## src/rtl/dsp_filter_pkg.sv

```systemverilog
// Shared constants for the binary-weighted FIR family and its inverse.
// Tap shifts describe the forward filter; FB_SHIFT is the equaliser pole weight.
package dsp_filter_pkg;
    localparam int F_DEFAULT = 8;
    localparam int H1        = 0;
    localparam int H2        = 1;
    localparam int H3        = 2;
    localparam int H4        = 3;
    localparam int FB_SHIFT  = 4;

    function automatic int round_offset(input int f);
        return 1 << (f - 1);
    endfunction
endpackage

```

## src/rtl/dsp_deconv_filter_if.sv

```systemverilog
// Stream bus for the deconvolution filter: y input side, x output side, plus flush.
interface dsp_deconv_filter_if #(
    parameter int Y_W = 10,
    parameter int X_W = 8
);
    logic           flush;
    logic           in_valid;
    logic           in_ready;
    logic [Y_W-1:0] in_data;
    logic           out_valid;
    logic           out_ready;
    logic [X_W-1:0] out_data;

    modport master (
        output flush, in_valid, in_data, out_ready,
        input  in_ready, out_valid, out_data
    );

    modport slave (
        input  flush, in_valid, in_data, out_ready,
        output in_ready, out_valid, out_data
    );
endinterface

```

## src/rtl/dsp_deconv_hist.sv

```systemverilog
// History for the equaliser recursion: last input y1 and four unrounded outputs.
// Shifts only when en is high; flush clears everything on the next edge.
module dsp_deconv_hist #(
    parameter int Y_W = 10,
    parameter int IW  = 21
) (
    input  logic                 clk,
    input  logic                 rst,
    input  logic                 flush,
    input  logic                 en,
    input  logic [Y_W-1:0]       y_in,
    input  logic signed [IW-1:0] x_in,
    output logic [Y_W-1:0]       y1,
    output logic signed [IW-1:0] x4
);
    logic [Y_W-1:0]       y1_reg;
    logic signed [IW-1:0] x_reg [0:3];

    always_ff @(posedge clk or negedge rst) begin
        if (!rst) begin
            y1_reg <= '0;
            for (int i = 0; i < 4; i++) x_reg[i] <= '0;
        end else if (flush) begin
            y1_reg <= '0;
            for (int i = 0; i < 4; i++) x_reg[i] <= '0;
        end else if (en) begin
            y1_reg   <= y_in;
            x_reg[0] <= x_in;
            for (int i = 1; i < 4; i++) x_reg[i] <= x_reg[i-1];
        end
    end

    assign y1 = y1_reg;
    assign x4 = x_reg[3];
endmodule

```

## src/rtl/dsp_deconv_filter.sv

```systemverilog
// Inverse of the 1 + z^-1/2 + z^-2/4 + z^-3/8 FIR: x[n] = y[n] - y[n-1]/2 + x[n-4]/16.
// Optional macro DSP_DECONV_SAT_CNT_EN adds a 16-bit saturation event counter.
module dsp_deconv_filter
    import dsp_filter_pkg::*;
#(
    parameter int Y_W = 10,
    parameter int X_W = 8,
    parameter int F   = F_DEFAULT
) (
    input  logic                 clk,
    input  logic                 rst,
    dsp_deconv_filter_if.slave   bus
`ifdef DSP_DECONV_SAT_CNT_EN
    ,
    output logic [15:0]          sat_cnt
`endif
);
    localparam int IW = Y_W + F + 3;
    localparam logic signed [IW:0] ACC_MAX = {2'b00, {(IW-1){1'b1}}};
    localparam logic signed [IW:0] ACC_MIN = {2'b11, {(IW-1){1'b0}}};
    localparam logic signed [IW:0] RND     = (IW+1)'(round_offset(F));
    localparam logic signed [IW:0] OUT_MAX = (IW+1)'((1 << X_W) - 1);

    logic                 accept;
    logic [Y_W-1:0]       y1;
    logic signed [IW-1:0] x4;
    logic signed [IW:0]   y_term, y1_term, x4_term, acc_wide, rounded;
    logic signed [IW-1:0] acc_clamped;
    logic                 sat_lo, sat_hi;
    logic [X_W-1:0]       r_sat;
    logic                 out_valid_reg;
    logic [X_W-1:0]       out_data_reg;

    assign bus.in_ready = !bus.flush && (!out_valid_reg || bus.out_ready);
    assign accept       = bus.in_valid && bus.in_ready;

    always_comb begin
        y_term   = $signed({{(IW+1-Y_W){1'b0}}, bus.in_data}) <<< F;
        y1_term  = $signed({{(IW+1-Y_W){1'b0}}, y1}) <<< (F - H2);
        x4_term  = $signed({x4[IW-1], x4}) >>> FB_SHIFT;
        acc_wide = y_term - y1_term + x4_term;

        acc_clamped = acc_wide[IW-1:0];
        if (acc_wide > ACC_MAX)      acc_clamped = ACC_MAX[IW-1:0];
        else if (acc_wide < ACC_MIN) acc_clamped = ACC_MIN[IW-1:0];

        // Round half up on the clamped value, then saturate to the unsigned output range.
        rounded = ($signed({acc_clamped[IW-1], acc_clamped}) + RND) >>> F;
        sat_lo  = rounded[IW];
        sat_hi  = !rounded[IW] && (rounded > OUT_MAX);
        r_sat   = rounded[X_W-1:0];
        if (sat_lo)      r_sat = '0;
        else if (sat_hi) r_sat = '1;
    end

    dsp_deconv_hist #(
        .Y_W (Y_W),
        .IW  (IW)
    ) u_hist (
        .clk   (clk),
        .rst   (rst),
        .flush (bus.flush),
        .en    (accept),
        .y_in  (bus.in_data),
        .x_in  (acc_clamped),
        .y1    (y1),
        .x4    (x4)
    );

    always_ff @(posedge clk or negedge rst) begin
        if (!rst) begin
            out_valid_reg <= 1'b0;
            out_data_reg  <= '0;
        end else if (bus.flush) begin
            out_valid_reg <= 1'b0;
            out_data_reg  <= '0;
        end else if (accept) begin
            out_valid_reg <= 1'b1;
            out_data_reg  <= r_sat;
        end else if (bus.out_ready) begin
            out_valid_reg <= 1'b0;
        end
    end

    assign bus.out_valid = out_valid_reg;
    assign bus.out_data  = out_data_reg;

`ifdef DSP_DECONV_SAT_CNT_EN
    logic [15:0] sat_cnt_reg;

    always_ff @(posedge clk or negedge rst) begin
        if (!rst)
            sat_cnt_reg <= '0;
        else if (bus.flush)
            sat_cnt_reg <= '0;
        else if (accept && (sat_lo || sat_hi) && (sat_cnt_reg != 16'hFFFF))
            sat_cnt_reg <= sat_cnt_reg + 16'd1;
    end

    assign sat_cnt = sat_cnt_reg;
`endif
endmodule

```

## src/flat_wrapper.sv

```systemverilog
// flat-port wrapper written by rule: the top's interface ports become plain ports
module dsp_deconv_filter_flat import dsp_filter_pkg::*;
#(
    parameter int Y_W = 10,
    parameter int X_W = 8,
    parameter int F   = F_DEFAULT
)
  (clk, rst, bus_flush, bus_in_valid, bus_in_data, bus_out_ready, bus_in_ready, bus_out_valid, bus_out_data);
  dsp_deconv_filter_if #(.Y_W(Y_W), .X_W(X_W)) bus_i ();
  input  logic clk;
  input  logic rst;
  input wire logic [$bits(bus_i.flush)-1:0] bus_flush;
  input wire logic [$bits(bus_i.in_valid)-1:0] bus_in_valid;
  input wire logic [$bits(bus_i.in_data)-1:0] bus_in_data;
  input wire logic [$bits(bus_i.out_ready)-1:0] bus_out_ready;
  output wire logic [$bits(bus_i.in_ready)-1:0] bus_in_ready;
  output wire logic [$bits(bus_i.out_valid)-1:0] bus_out_valid;
  output wire logic [$bits(bus_i.out_data)-1:0] bus_out_data;
  assign bus_i.flush = bus_flush;
  assign bus_i.in_valid = bus_in_valid;
  assign bus_i.in_data = bus_in_data;
  assign bus_i.out_ready = bus_out_ready;
  assign bus_in_ready = bus_i.in_ready;
  assign bus_out_valid = bus_i.out_valid;
  assign bus_out_data = bus_i.out_data;
  dsp_deconv_filter #(.Y_W(Y_W), .X_W(X_W), .F(F)) u_core (.clk(clk), .rst(rst), .bus(bus_i));
endmodule
```

## config.mk

```make
export PLATFORM = sky130hd
export DESIGN_NAME = dsp_deconv_filter_flat
export DESIGN_NICKNAME = d
export VERILOG_FILES = /design/src/rtl/dsp_filter_pkg.sv /design/src/rtl/dsp_deconv_filter_if.sv /design/src/rtl/dsp_deconv_hist.sv /design/src/rtl/dsp_deconv_filter.sv /design/src/flat_wrapper.sv
export SDC_FILE = /design/constraint.sdc
export NUM_CORES = 1
export LEC_CHECK = 0
export ABC_AREA = 1
export CAP_MARGIN = 20
export CORE_ASPECT_RATIO = 0.5
export CORE_UTILIZATION = 40
export DETAILED_ROUTE_END_ITERATION = 8
export MAX_ROUTING_LAYER = met4
export SYNTH_ARGS = -nofsm -noshare
export SYNTH_HDL_FRONTEND = slang
export SYNTH_SLANG_ARGS = --single-unit
```

## constraint.sdc

```tcl
create_clock -name clk -period 4.6 [get_ports clk]
set_input_delay 1.15 -clock clk [delete_from_list [all_inputs] [get_ports clk]]
set_output_delay 1.15 -clock clk [all_outputs]
set_load 0.005 [all_outputs]
```

### Word level (Yosys, flattened, before mapping)

Cells that the tools add are included.

* register bits after elaboration: 103
* latch bits: 0
* bits in writable memories: 0
* bits in read-only memories: 0
* output and inout port bits: 10
* logic and storage cells: 35
* memories: 0

* add/subtract/negate cells: 3
* multiply operators: 0
* divide/modulo/power cells: 0
* $lt $le $gt $ge: 3
* eq/ne operators: 0
* shifts and indexed selects: 0
* muxes and demuxes: 13
* bitwise gates (word level): 0
* reductions and logical operators: 9

Operator list (number)
* 2-to-1 mux 84 bit: 2
* 2-to-1 mux 21 bit: 2
* 2-to-1 mux 8 bit: 4
* adder 21 x 9 -> 22 bit (second input constant): 1
* greater-than comparator 22 x 21 -> 1 bit (second input constant): 1
* less-than comparator 22 x 21 -> 1 bit (second input constant): 1
* adder 19 x 17 -> 20 bit: 1
* 2-to-1 mux 10 bit: 2
* subtractor 18 x 17 -> 19 bit: 1
* greater-than comparator 14 x 9 -> 1 bit (second input constant): 1
* logical AND 1 bit: 3
* zero test 1 bit: 3
* 2-to-1 mux 1 bit: 3
* nonzero test 3 bit: 1
* nonzero test 2 bit: 1
* logical OR 1 bit: 1

### Depth between registers and ports, before layout

* word-level depth: 12
* mapped depth: 29
* gate-level depth less buffers: 29

### Modules after synthesis

A second synthesis with hierarchy kept.

* cells, all modules: 747
* area total of the unflattened synthesis: 5885.6 sq um

By module, submodules not included
* dsp_deconv_hist: times used 1, cells an instance 430, area each 3872.5 sq um, seq. area each 2352.3 sq um
* dsp_deconv_filter: times used 1, cells an instance 317, area each 2013.2 sq um, seq. area each 225.2 sq um

### Worst setup path before layout

OpenSTA, ideal clock, no wires.

* kind: input port to flip-flop
* start: input bus_in_data[1]
* end: register u_core.out_data_reg[4], in the netlist u_core.bus.out_data[4]
* arrival time: 4.156 ns
* required time: 4.484 ns
* path slack: 0.327 ns
* stages on the path: 28
* buffers on the path: 0
* cell sequence: ha_1 nand2_1 nor2_1 a211oi_1 o21ai_0 a21boi_0 nor2_1 o21ai_0 nand2_1 xnor2_1 inv_1 ha_1 nand2_1 inv_1 a21oi_1 nand3_1 nand2_1 nand2_1 inv_1 nand2_1 nor2_1 nand2_1 nand2_1 nand3_2 nand2_4 nand2_1 nand2_1 nand2_1

* longest elaborated chain between the ends: 12

RTL lines
* start: declaration: RTL line flat_wrapper.sv:14 `input wire logic [$bits(bus_i.in_data)-1:0] bus_in_data;`
* subtractor 18 x 17 -> 19 bit *: RTL line dsp_deconv_filter.sv:41 `acc_wide = y_term - y1_term + x4_term;`
* adder 19 x 17 -> 20 bit *: RTL line dsp_deconv_filter.sv:41
* less-than comparator 22 x 21 -> 1 bit: RTL line dsp_deconv_filter.sv:45 `else if (acc_wide < ACC_MIN) acc_clamped = ACC_MIN[IW-1:0];`
* 2-to-1 mux 21 bit: RTL line dsp_deconv_filter.sv:45
* 2-to-1 mux 21 bit *: RTL line dsp_deconv_filter.sv:44 `if (acc_wide > ACC_MAX) acc_clamped = ACC_MAX[IW-1:0];`
* adder 21 x 9 -> 22 bit *: RTL line dsp_deconv_filter.sv:48 `rounded = ($signed({acc_clamped[IW-1], acc_clamped}) + RND) >>> F;`
* greater-than comparator 14 x 9 -> 1 bit / zero test 1 bit (equally long branches): RTL line dsp_deconv_filter.sv:50 `sat_hi = !rounded[IW] && (rounded > OUT_MAX);`
* logical AND 1 bit: RTL line dsp_deconv_filter.sv:50
* 2-to-1 mux 8 bit: RTL line dsp_deconv_filter.sv:53 `else if (sat_hi) r_sat = '1;`
* 2-to-1 mux 8 bit *: RTL line dsp_deconv_filter.sv:52 `if (sat_lo) r_sat = '0;`
* 2-to-1 mux 8 bit *: RTL line dsp_deconv_filter.sv:77 `end else if (accept) begin`
* 2-to-1 mux 8 bit *: RTL line dsp_deconv_filter.sv:74 `end else if (bus.flush) begin`
* end signal: assignment: RTL line dsp_deconv_filter.sv:79 `out_data_reg <= r_sat;`
* end: declaration: RTL line dsp_deconv_filter.sv:32 `logic [X_W-1:0] out_data_reg;`

Mark *: on every way between the ends. The rest lies on a longest branch, timed or not. The select of a mux whose other input is x is not followed.
A chain may end at the register's enable or synchronous reset.

### Final worst setup path

* start: input bus_in_data[2]
* end: register u_core.out_data_reg[1], in the netlist u_core.bus.out_data[1]

The elaborated chain is that of the path after synthesis.

==> results by group <==
Routing
  – Via/cell ratio: 4.72
  – Number of remaining DRC errors: 12
  – Routed len/inst: 12.8 µm
  – Drt first pass iters: 7
  – Drt initial violations: 142
  – Routed Antenna Nets: 0
  – Via count: 3198
  – WL final: 8670 µm

Floorplan
  – Die height: 70.3 µm
  – Core Box Area: 0.00889 mm²
  – Starting Density: 0.420
  – Row cnt: 24
  – Die area: 0.00975 mm²
  – I/O pin count: 25
  – Width of the die: 139 µm

Power
  – Pwr Density: 361 mW/mm²
  – LEAKAGE: 0.00241 µW
  – Max IR drop VDD: 0.000200 V

Clocking
  – CTS tree: built
  – Clock-pin transition on the worst setup and hold timing paths: 50 ps
  – Worst skew pair latency: 340 ps
  – CTS max path bufs: 2
  – Clk sink count: 59
  – H-tree depth: 3
  – CTS Buf Count: 9
  – Hold Buf Count CTS: 0
  – Clk root buf: clkbuf_16

Critical path
  – CP startpoint kind: input pin
  – Crit path DAT: 4550 ps
  – Crit Path Max Fanout: 7
  – Worst Path Required: 4830 ps
  – WS Path Type: input pin to flip-flop
  – CP endpoint kind: flip-flop

Synth
  – Post-Synth XOR/XNOR Area: 0.0375
  – Post-Synth Adder-Cell Area: 0.0877
  – Synth Area in Compound Gates: 0.115
  – Synth warn: 0
  – Register area share after synthesis: 0.395
  – Largest family of logic cells by synthesized area: simple AND/OR/NAND/NOR gates
  – Cell variety after synth: 30
  – Post-Synthesis Cell Area: 0.00374 mm²
  – Synthesized Nets: 537
  – Yosys reg bits: 59
  – Mapped Cells: 497
  – Simple-gate share of the synthesized area: 0.254
  – Mean Syn Cell Area: 7.52 µm²
  – Mux contribution to synthesized area: 0

Global route
  – GRT overflow: 0
  – Global router's overall resource usage: 0.204
  – First-pass GRT wire length: 14900 µm
  – Largest net degree at the start of global routing: 41
  – Vias in the first global route: 3082
  – Initial antenna violation count: 0

Finish
  – Layout cells sized above 1: 0.211
  – Area growth from synthesis to layout: 28.7%
  – Commonest non-fill, non-tap cells in the layout: 135 x nand2_1, 85 x inv_1, 59 x dfrtp_1, 39 x buf_4, 27 x o22ai_1
  – Core Util, Final: 0.541
  – Antenna Cells: 0
  – Fillers: 868
  – Number of flip-flops under the largest register name: 30
  – Most common cell after layout, fill and taps aside: nand2_1
  – Final nets: 595
  – Fin area: 0.00481 mm²

Placement
  – Post-Place Worst Slack: -532 ps
  – Placed Area: 0.00433 mm²
  – RePlAce Congestion: 0.833
  – HPWL after detailed placement: 6220 µm
  – Count of input and output buffers: 24

Timing
  – Post-layout min period: 4320 ps
  – Fmax: 232 MHz
  – Worst Skew: 6.77 ps
  – Relative slew slack: 0.541
  – Worst-Margin Slew: 687 ps
  – Final-report max-slew violation count: 0
  – Final setup margin: 282 ps
  – Hold Vio Cnt, Final: 0
  – Setup Viol. Count Final: 0
  – Final hold slack: 475 ps
  – Period utilisation layout: 0.939

Hold path
  – Hold crit path type: flip-flop to flip-flop

Run status
  – Violated checks: DRC
  – Status: finished with violations

Job
  – Max-Cap Viols: 0
==> kinds of logic after synthesis <==
group | after synthesis
compound gates | 74
xor+xnor | 16
fa+ha+maj | 25
buf+inv | 110
flops | 59
simple gates | 213
==> final cells by class <==
type	instances	area (µm²)	share of cell area
multi-input combinational	328	2010	0.419
sequential	59	1480	0.307
timing repair buffer	64	553	0.115
inverter	93	349	0.0726
clock buffer	9	225	0.0469
tap	117	146	0.0305
clock inverter	7	45.0	0.00937
==> timing repair <==
item | in CTS | in global routing
buffers inserted | 0 | 5
hold endpoints to repair | 0 | 0
gates resized for setup | 7 | 34
pin swaps | 2 | 23
setup endpoints to repair | 10 | 10
==> synth_stat cells <==
| library cell | number | share of area |
|---|---|---|
| a211oi_1 | 1 | 0.0020 |
| a21boi_0 | 1 | 0.0020 |
| a21o_1 | 1 | 0.0020 |
| a21oi_1 | 11 | 0.015 |
| a21oi_4 | 1 | 0.0044 |
| a31oi_1 | 1 | 0.0017 |
| clkbuf_1 | 17 | 0.017 |
| clkinv_1 | 1 | 0.0010 |
| dfrtp_1 | 59 | 0.40 |
| fa_1 | 2 | 0.011 |
| ha_1 | 23 | 0.077 |
| inv_1 | 87 | 0.087 |
| inv_2 | 5 | 0.0050 |
| nand2_1 | 142 | 0.14 |
| nand2_2 | 8 | 0.013 |
| nand2_4 | 4 | 0.012 |
| nand3_1 | 20 | 0.027 |
| nand3_2 | 4 | 0.011 |
| nand3b_1 | 1 | 0.0020 |
| nand4_1 | 6 | 0.010 |
| nor2_1 | 19 | 0.019 |
| nor2_2 | 6 | 0.010 |
| nor2_4 | 2 | 0.0060 |
| nor3_1 | 1 | 0.0013 |
| o21ai_0 | 28 | 0.038 |
| o21ai_1 | 1 | 0.0013 |
| o21bai_1 | 2 | 0.0040 |
| o22ai_1 | 27 | 0.045 |
| xnor2_1 | 7 | 0.016 |
| xor2_1 | 9 | 0.021 |
==> through the flow <==
| stage | instances | total power [µW] | TNS, ps |
|---|---|---|---|
| floorplan | 497 | 890 | 0 |
| global placement | 656 | 1090 | -4170 |
| detailed placement | 656 | 1090 | -4880 |
| CTS | 672 | 1710 | 0 |
| global route | 677 | 1850 | -29.8 |
| finish | 677 | 1740 | 0 |
==> critical path, cell delays in order <==
cell	delay, ps
clkdlybuf4s50_1	530
ha_4	230
a21oi_2	130
o21ai_2	80
a21o_1	160
a21oi_2	130
buf_4	120
xnor2_1	70
ha_1	370
nand2_1	130
nor2_2	210
nand3_1	110
nand2_1	90
nand2_1	60
nand2_2	80
nand2_4	60
nor2_4	140
nand2_1	90
nand2_1	80
nand2_1	60
inv_2	50
nand3_2	100
nand2_4	120
nand2_1	60
nand2_1	70
nand2_1	40
==> routing by layer <==
layer	up-vias	global-route usage	wire length [µm]
li1	1681	-	-
met1	1447	0.281	4690
met2	60	0.282	3600
met3	10	0.0508	293
met4	0	0.0852	90
met5	-	-	0
==> worst paths after layout <==
path	start	depth (start not counted)	end	slack, ps
setup reg to reg	u_core.u_hist.y1[1]	29	u_core.bus.out_data[1]	910
max in group asynchronous	rst	2	u_core.u_hist.x_reg[55]	2920
setup / recovery	bus_in_data[2]	26	u_core.bus.out_data[1]	280
min in group asynchronous	rst	1	u_core.u_hist.y1[2]	830
hold / removal	u_core.bus.out_data[1]	2	u_core.bus.out_data[1]	480
hold reg to reg	u_core.bus.out_data[1]	2	u_core.bus.out_data[1]	480
==> report_power, final <==
| part | internal [µW] | switching, µW | total, µW |
|---|---|---|---|
| sequential | 556 | 14.3 | 570 |
| combinational | 253 | 313 | 566 |
| clock | 360 | 242 | 602 |
| total | 1170 | 569 | 1740 |
No activity file was read; power rests on OpenSTA's default activity.
